$ cat src/rtl/ccff_pkg.sv
// Shared types and geometry helpers for the configuration-chain loader.
package ccff_pkg;

    typedef enum logic [1:0] {
        IDLE  = 2'd0,
        LOAD  = 2'd1,
        FLUSH = 2'd2
    } ccff_state_e;

    // Number of bitstream / readback words needed to cover the chain (N).
    function automatic int ccff_num_words(input int chain_len, input int data_w);
        return (chain_len + data_w - 1) / data_w;
    endfunction

    // Bits actually used from the final word (R); the rest are discarded.
    function automatic int ccff_last_bits(input int chain_len, input int data_w);
        return chain_len - (ccff_num_words(chain_len, data_w) - 1) * data_w;
    endfunction

endpackage

$ cat src/rtl/ccff_chain_loader_if.sv
// Bitstream-in and readback-out word streams of the chain loader.
// Handshake: a word moves on a prog_clk edge where valid && ready are both 1;
// the producer keeps data stable while valid && !ready, and ready never
// depends on valid.
interface ccff_chain_loader_if #(
    parameter int DATA_W = 32
);
    logic [DATA_W-1:0] wr_data;
    logic              wr_valid;
    logic              wr_ready;
    logic [DATA_W-1:0] rb_data;
    logic              rb_valid;
    logic              rb_ready;

    // Bitstream source / readback consumer side.
    modport master (
        output wr_data, wr_valid, rb_ready,
        input  wr_ready, rb_data, rb_valid
    );

    // Loader side.
    modport slave (
        input  wr_data, wr_valid, rb_ready,
        output wr_ready, rb_data, rb_valid
    );
endinterface

$ cat src/rtl/ccff_rb_packer.sv
// Serial-to-parallel packer for chain readback bits, MSB first. A completed
// word is held on rb_data until accepted. One extra bit (already in flight
// when the consumer stops) is absorbed in the collect register; a completed
// word that cannot be handed over waits there as "pending". Assumes DATA_W >= 2.
module ccff_rb_packer #(
    parameter int DATA_W = 32
) (
    input  logic              prog_clk,
    input  logic              pReset,
    input  logic              bit_valid,
    input  logic              bit_in,
    input  logic              bit_last,
    output logic [DATA_W-1:0] rb_data,
    output logic              rb_valid,
    input  logic              rb_ready,
    output logic              stall,
    output logic              pending
);
    localparam int K_W   = $clog2(DATA_W + 1);
    localparam int IDX_W = $clog2(DATA_W);

    logic [DATA_W-1:0] col_q, col_d;
    logic [K_W-1:0]    k_q, k_d;
    logic              pend_q, pend_d;
    logic [DATA_W-1:0] rb_data_q, rb_data_d;
    logic              rb_valid_q, rb_valid_d;
    logic              out_free;
    logic              complete;
    logic [IDX_W-1:0]  idx;

    // Collect bits, hand finished words to the output register, raise stall.
    always_comb begin
        col_d      = col_q;
        k_d        = k_q;
        pend_d     = pend_q;
        rb_data_d  = rb_data_q;
        rb_valid_d = rb_valid_q && !rb_ready;
        out_free   = !rb_valid_q || rb_ready;
        complete   = bit_valid && ((k_q == K_W'(DATA_W - 1)) || bit_last);
        idx        = IDX_W'(DATA_W - 1 - int'(k_q));
        if (bit_valid) begin
            col_d[idx] = bit_in;
            k_d        = k_q + K_W'(1);
        end
        if (complete || pend_q) begin
            if (out_free) begin
                rb_data_d  = col_d;
                rb_valid_d = 1'b1;
                col_d      = '0;
                k_d        = '0;
                pend_d     = 1'b0;
            end else begin
                pend_d = 1'b1;
            end
        end
        // Block the next shift if a full word is (or is about to be) stuck.
        stall = (rb_valid_q && !rb_ready) || pend_q || (complete && !rb_ready);
    end

    // Packer state registers.
    always_ff @(posedge prog_clk) begin
        if (pReset) begin
            col_q      <= '0;
            k_q        <= '0;
            pend_q     <= 1'b0;
            rb_data_q  <= '0;
            rb_valid_q <= 1'b0;
        end else begin
            col_q      <= col_d;
            k_q        <= k_d;
            pend_q     <= pend_d;
            rb_data_q  <= rb_data_d;
            rb_valid_q <= rb_valid_d;
        end
    end

    assign rb_data  = rb_data_q;
    assign rb_valid = rb_valid_q;
    assign pending  = pend_q;

endmodule

$ cat src/rtl/ccff_chain_loader.sv
// Configuration-chain master: shifts bitstream words into ccff_head MSB first
// and packs ccff_tail readback into words. Head and enable are registered, so
// a bit is chosen one cycle before the chain actually shifts it.
module ccff_chain_loader
    import ccff_pkg::*;
#(
    parameter int CHAIN_LEN = 1024,
    parameter int DATA_W    = 32
) (
    input  logic                 prog_clk,
    input  logic                 pReset,
    input  logic                 start,
    ccff_chain_loader_if.slave   bus,
    output logic                 ccff_head,
    input  logic                 ccff_tail,
    output logic                 prog_clk_en,
    output logic                 busy,
    output logic                 done,
    output ccff_state_e          dbg_state
);
    localparam int CNT_W     = $clog2(CHAIN_LEN + 1);
    localparam int CW1       = CNT_W + 1;
    localparam int BN_W      = $clog2(DATA_W + 1);
    localparam int N_WORDS   = ccff_num_words(CHAIN_LEN, DATA_W);
    localparam int LAST_BITS = ccff_last_bits(CHAIN_LEN, DATA_W);
    localparam int WD_W      = $clog2(N_WORDS + 1);

    ccff_state_e       state_q, state_d;
    logic [CNT_W-1:0]  cnt_q, cnt_d;
    logic [DATA_W-1:0] buf_q, buf_d;
    logic [BN_W-1:0]   bufn_q, bufn_d;
    logic [WD_W-1:0]   words_q, words_d;
    logic              head_q, head_d;
    logic              en_q, en_d;
    logic              done_q, done_d;
    logic              issue;
    logic              wr_ready_c;
    logic              last_bit;
    logic              pk_stall;
    logic              pk_pend;

    // Next state, input buffer, shift issue and bit counter.
    always_comb begin
        state_d    = state_q;
        cnt_d      = cnt_q;
        buf_d      = buf_q;
        bufn_d     = bufn_q;
        words_d    = words_q;
        head_d     = head_q;
        en_d       = 1'b0;
        done_d     = 1'b0;
        issue      = 1'b0;
        wr_ready_c = 1'b0;
        last_bit   = en_q && (cnt_q == CNT_W'(CHAIN_LEN - 1));
        unique case (state_q)
            IDLE: begin
                if (start) begin
                    state_d = LOAD;
                    cnt_d   = '0;
                    buf_d   = '0;
                    bufn_d  = '0;
                    words_d = '0;
                end
            end
            LOAD: begin
                issue = (bufn_q != '0) && !pk_stall &&
                        (({1'b0, cnt_q} + CW1'(en_q)) < CW1'(CHAIN_LEN));
                // Refill when empty or emptying now, so words stream gap-free.
                wr_ready_c = ((bufn_q == '0) || ((bufn_q == BN_W'(1)) && issue)) &&
                             (words_q < WD_W'(N_WORDS));
                if (issue) begin
                    en_d   = 1'b1;
                    head_d = buf_q[DATA_W-1];
                    buf_d  = buf_q << 1;
                    bufn_d = bufn_q - BN_W'(1);
                end
                if (bus.wr_valid && wr_ready_c) begin
                    buf_d   = bus.wr_data;
                    bufn_d  = (words_q == WD_W'(N_WORDS - 1)) ? BN_W'(LAST_BITS) : BN_W'(DATA_W);
                    words_d = words_q + WD_W'(1);
                end
                if (en_q) begin
                    cnt_d = cnt_q + CNT_W'(1);
                    if (cnt_q == CNT_W'(CHAIN_LEN - 1)) begin
                        state_d = FLUSH;
                    end
                end
            end
            FLUSH: begin
                if (bus.rb_valid && bus.rb_ready && !pk_pend) begin
                    state_d = IDLE;
                    done_d  = 1'b1;
                end
            end
            default: state_d = IDLE;
        endcase
    end

    // State and datapath registers.
    always_ff @(posedge prog_clk) begin
        if (pReset) begin
            state_q <= IDLE;
            cnt_q   <= '0;
            buf_q   <= '0;
            bufn_q  <= '0;
            words_q <= '0;
            head_q  <= 1'b0;
            en_q    <= 1'b0;
            done_q  <= 1'b0;
        end else begin
            state_q <= state_d;
            cnt_q   <= cnt_d;
            buf_q   <= buf_d;
            bufn_q  <= bufn_d;
            words_q <= words_d;
            head_q  <= head_d;
            en_q    <= en_d;
            done_q  <= done_d;
        end
    end

    ccff_rb_packer #(.DATA_W(DATA_W)) u_packer (
        .prog_clk (prog_clk),
        .pReset   (pReset),
        .bit_valid(en_q),
        .bit_in   (ccff_tail),
        .bit_last (last_bit),
        .rb_data  (bus.rb_data),
        .rb_valid (bus.rb_valid),
        .rb_ready (bus.rb_ready),
        .stall    (pk_stall),
        .pending  (pk_pend)
    );

    assign bus.wr_ready = wr_ready_c;
    assign ccff_head    = head_q;
    assign prog_clk_en  = en_q;
    assign busy         = (state_q != IDLE);
    assign done         = done_q;
    assign dbg_state    = state_q;

endmodule

$ cat src/flat_wrapper.sv
// flat-port wrapper written by rule: the top's interface ports become plain ports
module ccff_chain_loader_flat import ccff_pkg::*;
#(
    parameter int CHAIN_LEN = 1024,
    parameter int DATA_W    = 32
)
  (prog_clk, pReset, start, ccff_head, ccff_tail, prog_clk_en, busy, done, dbg_state, bus_wr_data, bus_wr_valid, bus_rb_ready, bus_wr_ready, bus_rb_data, bus_rb_valid);
  ccff_chain_loader_if #(.DATA_W(DATA_W)) bus_i ();
  input  logic prog_clk;
  input  logic pReset;
  input  logic start;
  output logic ccff_head;
  input  logic ccff_tail;
  output logic prog_clk_en;
  output logic busy;
  output logic done;
  output ccff_state_e dbg_state;
  input wire logic [$bits(bus_i.wr_data)-1:0] bus_wr_data;
  input wire logic [$bits(bus_i.wr_valid)-1:0] bus_wr_valid;
  input wire logic [$bits(bus_i.rb_ready)-1:0] bus_rb_ready;
  output wire logic [$bits(bus_i.wr_ready)-1:0] bus_wr_ready;
  output wire logic [$bits(bus_i.rb_data)-1:0] bus_rb_data;
  output wire logic [$bits(bus_i.rb_valid)-1:0] bus_rb_valid;
  assign bus_i.wr_data = bus_wr_data;
  assign bus_i.wr_valid = bus_wr_valid;
  assign bus_i.rb_ready = bus_rb_ready;
  assign bus_wr_ready = bus_i.wr_ready;
  assign bus_rb_data = bus_i.rb_data;
  assign bus_rb_valid = bus_i.rb_valid;
  ccff_chain_loader #(.CHAIN_LEN(CHAIN_LEN), .DATA_W(DATA_W)) u_core (.prog_clk(prog_clk), .pReset(pReset), .start(start), .bus(bus_i), .ccff_head(ccff_head), .ccff_tail(ccff_tail), .prog_clk_en(prog_clk_en), .busy(busy), .done(done), .dbg_state(dbg_state));
endmodule
$ cat config.mk
export PLATFORM = sky130hd
export DESIGN_NAME = ccff_chain_loader_flat
export DESIGN_NICKNAME = d
export VERILOG_FILES = /design/src/rtl/ccff_pkg.sv /design/src/rtl/ccff_chain_loader_if.sv /design/src/rtl/ccff_rb_packer.sv /design/src/rtl/ccff_chain_loader.sv /design/src/flat_wrapper.sv
export SDC_FILE = /design/constraint.sdc
export NUM_CORES = 1
export LEC_CHECK = 0
export ABC_AREA = 0
export BUFFER_PORTS_ARGS = -buffer_cell sky130_fd_sc_hd__buf_2
export CORE_UTILIZATION = 60
export CTS_BUF_LIST = sky130_fd_sc_hd__clkbuf_8
export DETAILED_ROUTE_END_ITERATION = 10
export HOLD_SLACK_MARGIN = 0.15
export PLACE_DENSITY = 0.83
export RECOVER_POWER = 50
export SYNTH_ARGS = -nofsm -noshare
export SYNTH_HDL_FRONTEND = slang
export SYNTH_HIERARCHICAL = 1
export SYNTH_SLANG_ARGS = --single-unit
$ cat constraint.sdc
create_clock -name prog_clk -period 6 [get_ports prog_clk]
set_clock_uncertainty 0.05 [all_clocks]
set_input_delay 1.8 -clock prog_clk [delete_from_list [all_inputs] [get_ports prog_clk]]
set_output_delay 1.8 -clock prog_clk [all_outputs]
set_load 0.05 [all_outputs]
Word level (Yosys, flattened, before mapping)
Index checks and enable logic that the tools add are counted.

operators by class
  bitwise logic cells = 2
  multiplexer cells = 33
  $add $sub $neg = 6
  reduce and logical (&&, ||, !) cells = 35
  equal/unequal tests = 11
  order comparisons = 4

operator list
  cell                                                          number
  two-way mux 32 bit                                            6
  case mux 32 bit (2 select lines)                              1
  two-way mux 6 bit                                             7
  bitwise mux 32 bit                                            1
  case mux 6 bit (2 select lines)                               2
  two-way mux 11 bit                                            2
  case mux 11 bit (2 select lines)                              1
  adder 11 x 1 -> 12 bit                                        1
  adder 6 x 1 -> 6 bit, second input constant                   2
  logical AND 1 bit                                             12
  less-than comparator 12 x 11 -> 1 bit, second input constant  1
  adder 11 x 1 -> 11 bit, second input constant                 1
  == test 11 x 10 -> 1 bit, second input constant               1
  AND reduction 3 bit                                           3
  two-way mux 2 bit                                             4
  inequality test 2 x 1 -> 1 bit, second input constant         4
  two-way mux 1 bit                                             7
  == test 6 x 1 -> 1 bit, second input constant                 1
  == test 6 x 5 -> 1 bit, second input constant                 1
  zero test 6 bit                                               1
  logical OR 1 bit                                              6
  less-than comparator 5 x 6 -> 1 bit, second input constant    1
  less-than comparator 6 bit, second input constant             1
  case mux 2 bit (3 select lines)                               1
  other kinds (16)                                              23

word-level totals
  output and inout port bits = 40
  word-level logic and storage cells = 104
  input bits = 38
  flip-flop bits (word level) = 132

Longest topological paths before layout
  depth after elaboration = 15
  depth in mapped cells = 15
  mapped depth without buffers = 12

Modules after synthesis
Netlist, hierarchy kept.

by module, submodules not included
  module             area each (um^2)  cells an instance  instances  sequential area each (um^2)
  ccff_rb_packer     3027.9            308                1          1441.4
  ccff_chain_loader  2929.1            317                1          1201.2

Worst setup path before layout
Ideal clock, no wire load.

  path type = input -> output
  start = input bus_rb_ready
  end = output bus_wr_ready
  arrival time = 3.417 ns
  path buffers = 0
  setup slack = 0.733 ns
  data required time = 4.150 ns
  stages = 5
  cells stage by stage = a21oi_1 -> nor2_1 -> a21o_1 -> o211ai_1 -> nor3_1

between the ends
  longest elaborated chain between the ends = 11
  elaborated cells on any way between the ends = 12
  those cells by class = mux (1); reduce/logical (11)

ends and longest elaborated chain
  element                              RTL line                 RTL
  start, declared                      flat_wrapper.sv:20       input wire logic [$bits(bus_i.rb_ready)-1:0] bus_rb_ready;
  zero test 1 bit (*)                  ccff_rb_packer.sv:57     stall = (rb_valid_q && !rb_ready) || pend_q || (complete && !rb_ready);
  logical AND 1 bit                    ccff_rb_packer.sv:57
  logical OR 1 bit                     ccff_rb_packer.sv:57
  logical OR 1 bit (*)                 ccff_rb_packer.sv:57
  zero test 1 bit (*)                  ccff_chain_loader.sv:66  issue = (bufn_q != '0) && !pk_stall &&
  logical AND 1 bit (*) (2 in series)  ccff_chain_loader.sv:66
  logical AND 1 bit (*)                ccff_chain_loader.sv:69  wr_ready_c = ((bufn_q == '0) || ((bufn_q == BN_W'(1)) && issue)) &&
  logical OR 1 bit (*)                 ccff_chain_loader.sv:69
  logical AND 1 bit (*)                ccff_chain_loader.sv:69
  two-way mux 1 bit (*)                ccff_chain_loader.sv:55  unique case (state_q)
  end, declared                        flat_wrapper.sv:21       output wire logic [$bits(bus_i.wr_ready)-1:0] bus_wr_ready;

Every way passes the cells marked *; elsewhere a longest branch is shown, timed or not.

Worst setup path in the final report
  start = input bus_rb_ready
  end = output bus_wr_ready

between the ends
  longest elaborated chain between the ends = 11
  elaborated cells on any way between the ends = 12
  those cells by class = mux (1); reduce/logical (11)

ends and longest elaborated chain
  element                              RTL line                 RTL
  zero test 1 bit (*)                  ccff_rb_packer.sv:57
  logical AND 1 bit                    ccff_rb_packer.sv:57
  logical OR 1 bit                     ccff_rb_packer.sv:57
  logical OR 1 bit (*)                 ccff_rb_packer.sv:57
  named net u_core.pk_stall            ccff_chain_loader.sv:39  logic pk_stall;
  zero test 1 bit (*)                  ccff_chain_loader.sv:66
  logical AND 1 bit (*) (2 in series)  ccff_chain_loader.sv:66
  logical AND 1 bit (*)                ccff_chain_loader.sv:69
  logical OR 1 bit (*)                 ccff_chain_loader.sv:69
  logical AND 1 bit (*)                ccff_chain_loader.sv:69
  two-way mux 1 bit (*)                ccff_chain_loader.sv:55

The timed path passes the listed nets; every way through them passes the cells marked *.

==> flow_metrics.py <==
metrics = {
    "routing": {
        "drt-pass1-iter-count": 5,
        "vias": 4690,
        "vias_per_cell": 5.65,
        "wl_mm": 12.4,
        "drc": 0,
        "drt_iter0_markers": 192,
        "detail_route.wl_per_cell_um": 14.9,
        "ant_nets": 0,
    },
    "final_layout": {
        "diodes": 0,
        "finalInstanceArea_um2": 6540,
        "fillers": 776,
        "final_cell_mix": "dfxtp_1, nor2_1, mux2i_1",
        "finalNonFillerCells": 830,
        "area.sequential_um2": 2640,
        "drive_above_1_share_pct": 14.1,
        "mostFrequentLayoutCell": "dfxtp_1",
        "nets": 732,
        "multiInputGateArea_um2": 2860,
        "area_growth_pct": 9.85,
    },
    "synth": {
        "synth_edf_count": 0,
        "synth_cell_types": 64,
        "ys_seq_area_share_pct": 44.4,
        "synth_cells": 625,
        "yosys_warnings": 6,
        "syn-num-nets": 673,
        "synth.avg_cell_area_um2": 9.53,
        "ys.flop_type": "dfxtp_1",
        "syn_area_um2": 5960,
        "synth_seq_cells": 132,
        "synthArstFlopShare_pct": 0,
    },
    "sta": {
        "setup_viol": 0,
        "relSlewSlack_pct": -26.0,
        "max_freq_mhz": 205,
        "tightest_slew_ns": 1.89,
        "slew_viol_final": 41,
        "finalHoldViolations": 0,
        "fin_ws_ns": 1.12,
        "rsz0062_at_grt": "false",
        "post-route-period-util_pct": 81.3,
        "tns_ns": 0,
        "period_needed_ns": 4.88,
    },
    "setup_path": {
        "cp.required_ns": 4.15,
        "worstSetupEndpointType": "output port",
        "rr_endpoint": "u_core/buf_q[1]$_SDFFE_PP0P_",
        "worst-r2r-cell-count": 10,
        "endpoint": "bus_wr_ready",
        "worstSetupStartpointType": "input pin",
        "critPathLaunch": "bus_rb_ready",
        "path_buf_inv": 2,
        "cp_slowest_cell": "buf_2",
        "path_class": "input pin to output port",
        "cp_max_fo": 5,
        "arrival_ns": 3.03,
        "rrSetupSlack_ns": 2.61,
        "cp_num_cells": 7,
        "worstReg2RegStart": "u_core/cnt_q[5]$_SDFFE_PP0P_",
        "critical_path.top_delay_family": "compound AO/OA/AOI/OAI gates",
        "max_stage_delay_ns": 0.29,
        "cp_cell_sequence": "clkbuf_1 > a21oi_1 > nor2_1 > a21o_1 > o211ai_1 > nor3_1 > buf_2",
    },
    "global_route": {
        "grt_pass1_wl_mm": 20.1,
        "antenna_found_initial": 0,
        "grt_overflow": 0,
        "grt_pass1_vias": 4362,
        "grt_max_degree": 41,
        "grt.total_usage_pct": 24.8,
    },
    "power_and_ir_drop": {
        "leakage_nw": 2.30,
        "fin_total_pwr_mw": 1.99,
        "ir_worst_vdd_mv": 0.225,
        "power_density_nw_per_um2": 304,
    },
    "cts": {
        "tritoncts": "built",
        "clock_sinks": 132,
        "post_cts_buffers": 0,
        "cts_hold_buf": 0,
        "cts_root_buf": "clkbuf_8",
        "post_cts_resized": 0,
        "insertion_delay_ns": 0.43,
        "cts_buffer_depth": 2,
        "path_clk_slew_ns": 0.08,
        "cts_buffers": 17,
        "cts.htree.levels": 4,
    },
    "die": {
        "die_w_um": 102,
        "die_area_um2": 10300,
        "rows": 36,
        "ioPinCount": 78,
        "start_util_pct": 61.5,
        "fp.dieH_um": 102,
        "coreArea_um2": 9680,
    },
    "placement": {
        "pre_cts_slack_ns": 1.16,
        "gp_congestion": 0.853,
        "dp_cells": 798,
        "place_area_um2": 6250,
        "io_buffers": 77,
        "hpwl_mm": 8.12,
    },
    "hold_path": {
        "hold_class": "register to register",
    },
    "outcome": {
        "status": "finished, violations left",
        "failed_checks": "capacitance limit, slew limit",
    },
    "run": {
        "maxCapViolations": 1,
    },
}
==> tightest hold or removal path, cell delays in order, from the launching register on <==
cell and delay (ns):
dfxtp_1 0.31, nand2_1 0.05, o21ai_1 0.05
==> per-layer routing <==
| layer | global-route usage, % | share of wire (%) |
|---|---|---|
| met1 | 29.0 | 44 |
| met2 | 42.4 | 50 |
| met5 | 0 | 0 |
| met3 | 6.35 | 4.7 |
| met4 | 11.5 | 1.4 |
==> cell type report <==
cell class / count / share of cell area [%]
Multi-Input combinational cell: 439 / 43.7
Sequential cell: 132 / 40.4
Timing Repair Buffer: 83 / 5.81
Clock buffer: 18 / 3.79
Clock inverter: 14 / 3.12
Tap cell: 133 / 2.54
Inverter: 11 / 0.631
==> how the worst min path moves through the flow <==
stage | startpoint | slack (ns) | endpoint | cells after the start
finish | u_core/buf_q[25]$_SDFFE_PP0P_ | 0.40 | u_core/buf_q[25]$_SDFFE_PP0P_ | 2
global placement | u_core/buf_q[22]$_SDFFE_PP0P_ | 0.38 | u_core/buf_q[22]$_SDFFE_PP0P_ | 2
CTS | u_core/buf_q[11]$_SDFFE_PP0P_ | 0.40 | u_core/buf_q[11]$_SDFFE_PP0P_ | 2
detailed placement | u_core/buf_q[11]$_SDFFE_PP0P_ | 0.39 | u_core/buf_q[11]$_SDFFE_PP0P_ | 2
global route | u_core/buf_q[30]$_SDFFE_PP0P_ | 0.41 | u_core/buf_q[30]$_SDFFE_PP0P_ | 2
floorplan | u_core/buf_q[1]$_SDFFE_PP0P_ | 0.37 | u_core/buf_q[1]$_SDFFE_PP0P_ | 2
==> stage by stage <==
step,hold slack [ns],util [%]
after detailed placement,0.391,64.5
after global routing,0.414,67.6
after CTS,0.402,69.2
final,0.399,67.6
after floorplan,0.374,-
after global placement,0.384,64.5
==> cells in the mapped netlist (10+ instances only) <==
library cell | n | share of area, %
nand2_1 | 51 | 3.2
inv_1 | 11 | 0.69
ha_1 | 10 | 2.1
o21ai_1 | 32 | 2.7
a21oi_1 | 39 | 3.3
a211oi_1 | 10 | 1.3
nor2_1 | 89 | 5.6
buf_4 | 10 | 1.3
clkbuf_1 | 15 | 0.95
a211oi_2 | 23 | 4.8
nand3_1 | 18 | 1.5
mux2i_1 | 65 | 11
dfxtp_1 | 132 | 44
==> cells by family after synthesis <==
group / after synthesis / share of synthesized area (%)
AO/OA/AOI/OAI: 136 / 17.2
multiplexers: 65 / 10.9
flip-flops: 132 / 44.4
AND/OR/NAND/NOR: 214 / 17.5
XOR/XNOR: 14 / 2.06
adder cells (fa/ha/maj): 10 / 2.10
buffers and inverters: 54 / 5.82
==> state kept, by name, summed over array words and instances, names as in the netlist <==
| name | count |
|---|---|
| u_core/u_packer/pending | 1 |
| u_core/bufn_q | 6 |
| u_core/u_packer/col_q | 32 |
| u_core/u_packer/rb_data | 32 |
| u_core/u_packer/rb_valid | 1 |
| u_core/words_q | 6 |
| u_core/cnt_q | 11 |
| u_core/done | 1 |
| u_core/u_packer/k_q | 6 |
| u_core/ccff_head | 1 |
| u_core/buf_q | 32 |
| u_core/dbg_state | 2 |
| u_core/prog_clk_en | 1 |
==> power by group <==
group | internal, mW | leakage [nW] | switching, mW | total (mW)
Combinational | 0.0965 | 1.01 | 0.157 | 0.254
Sequential | 0.895 | 1.06 | 0.0176 | 0.913
Clock | 0.469 | 0.221 | 0.355 | 0.824
Total | 1.46 | 2.30 | 0.530 | 1.99
Note: power is estimated with default switching activity, not from simulation.
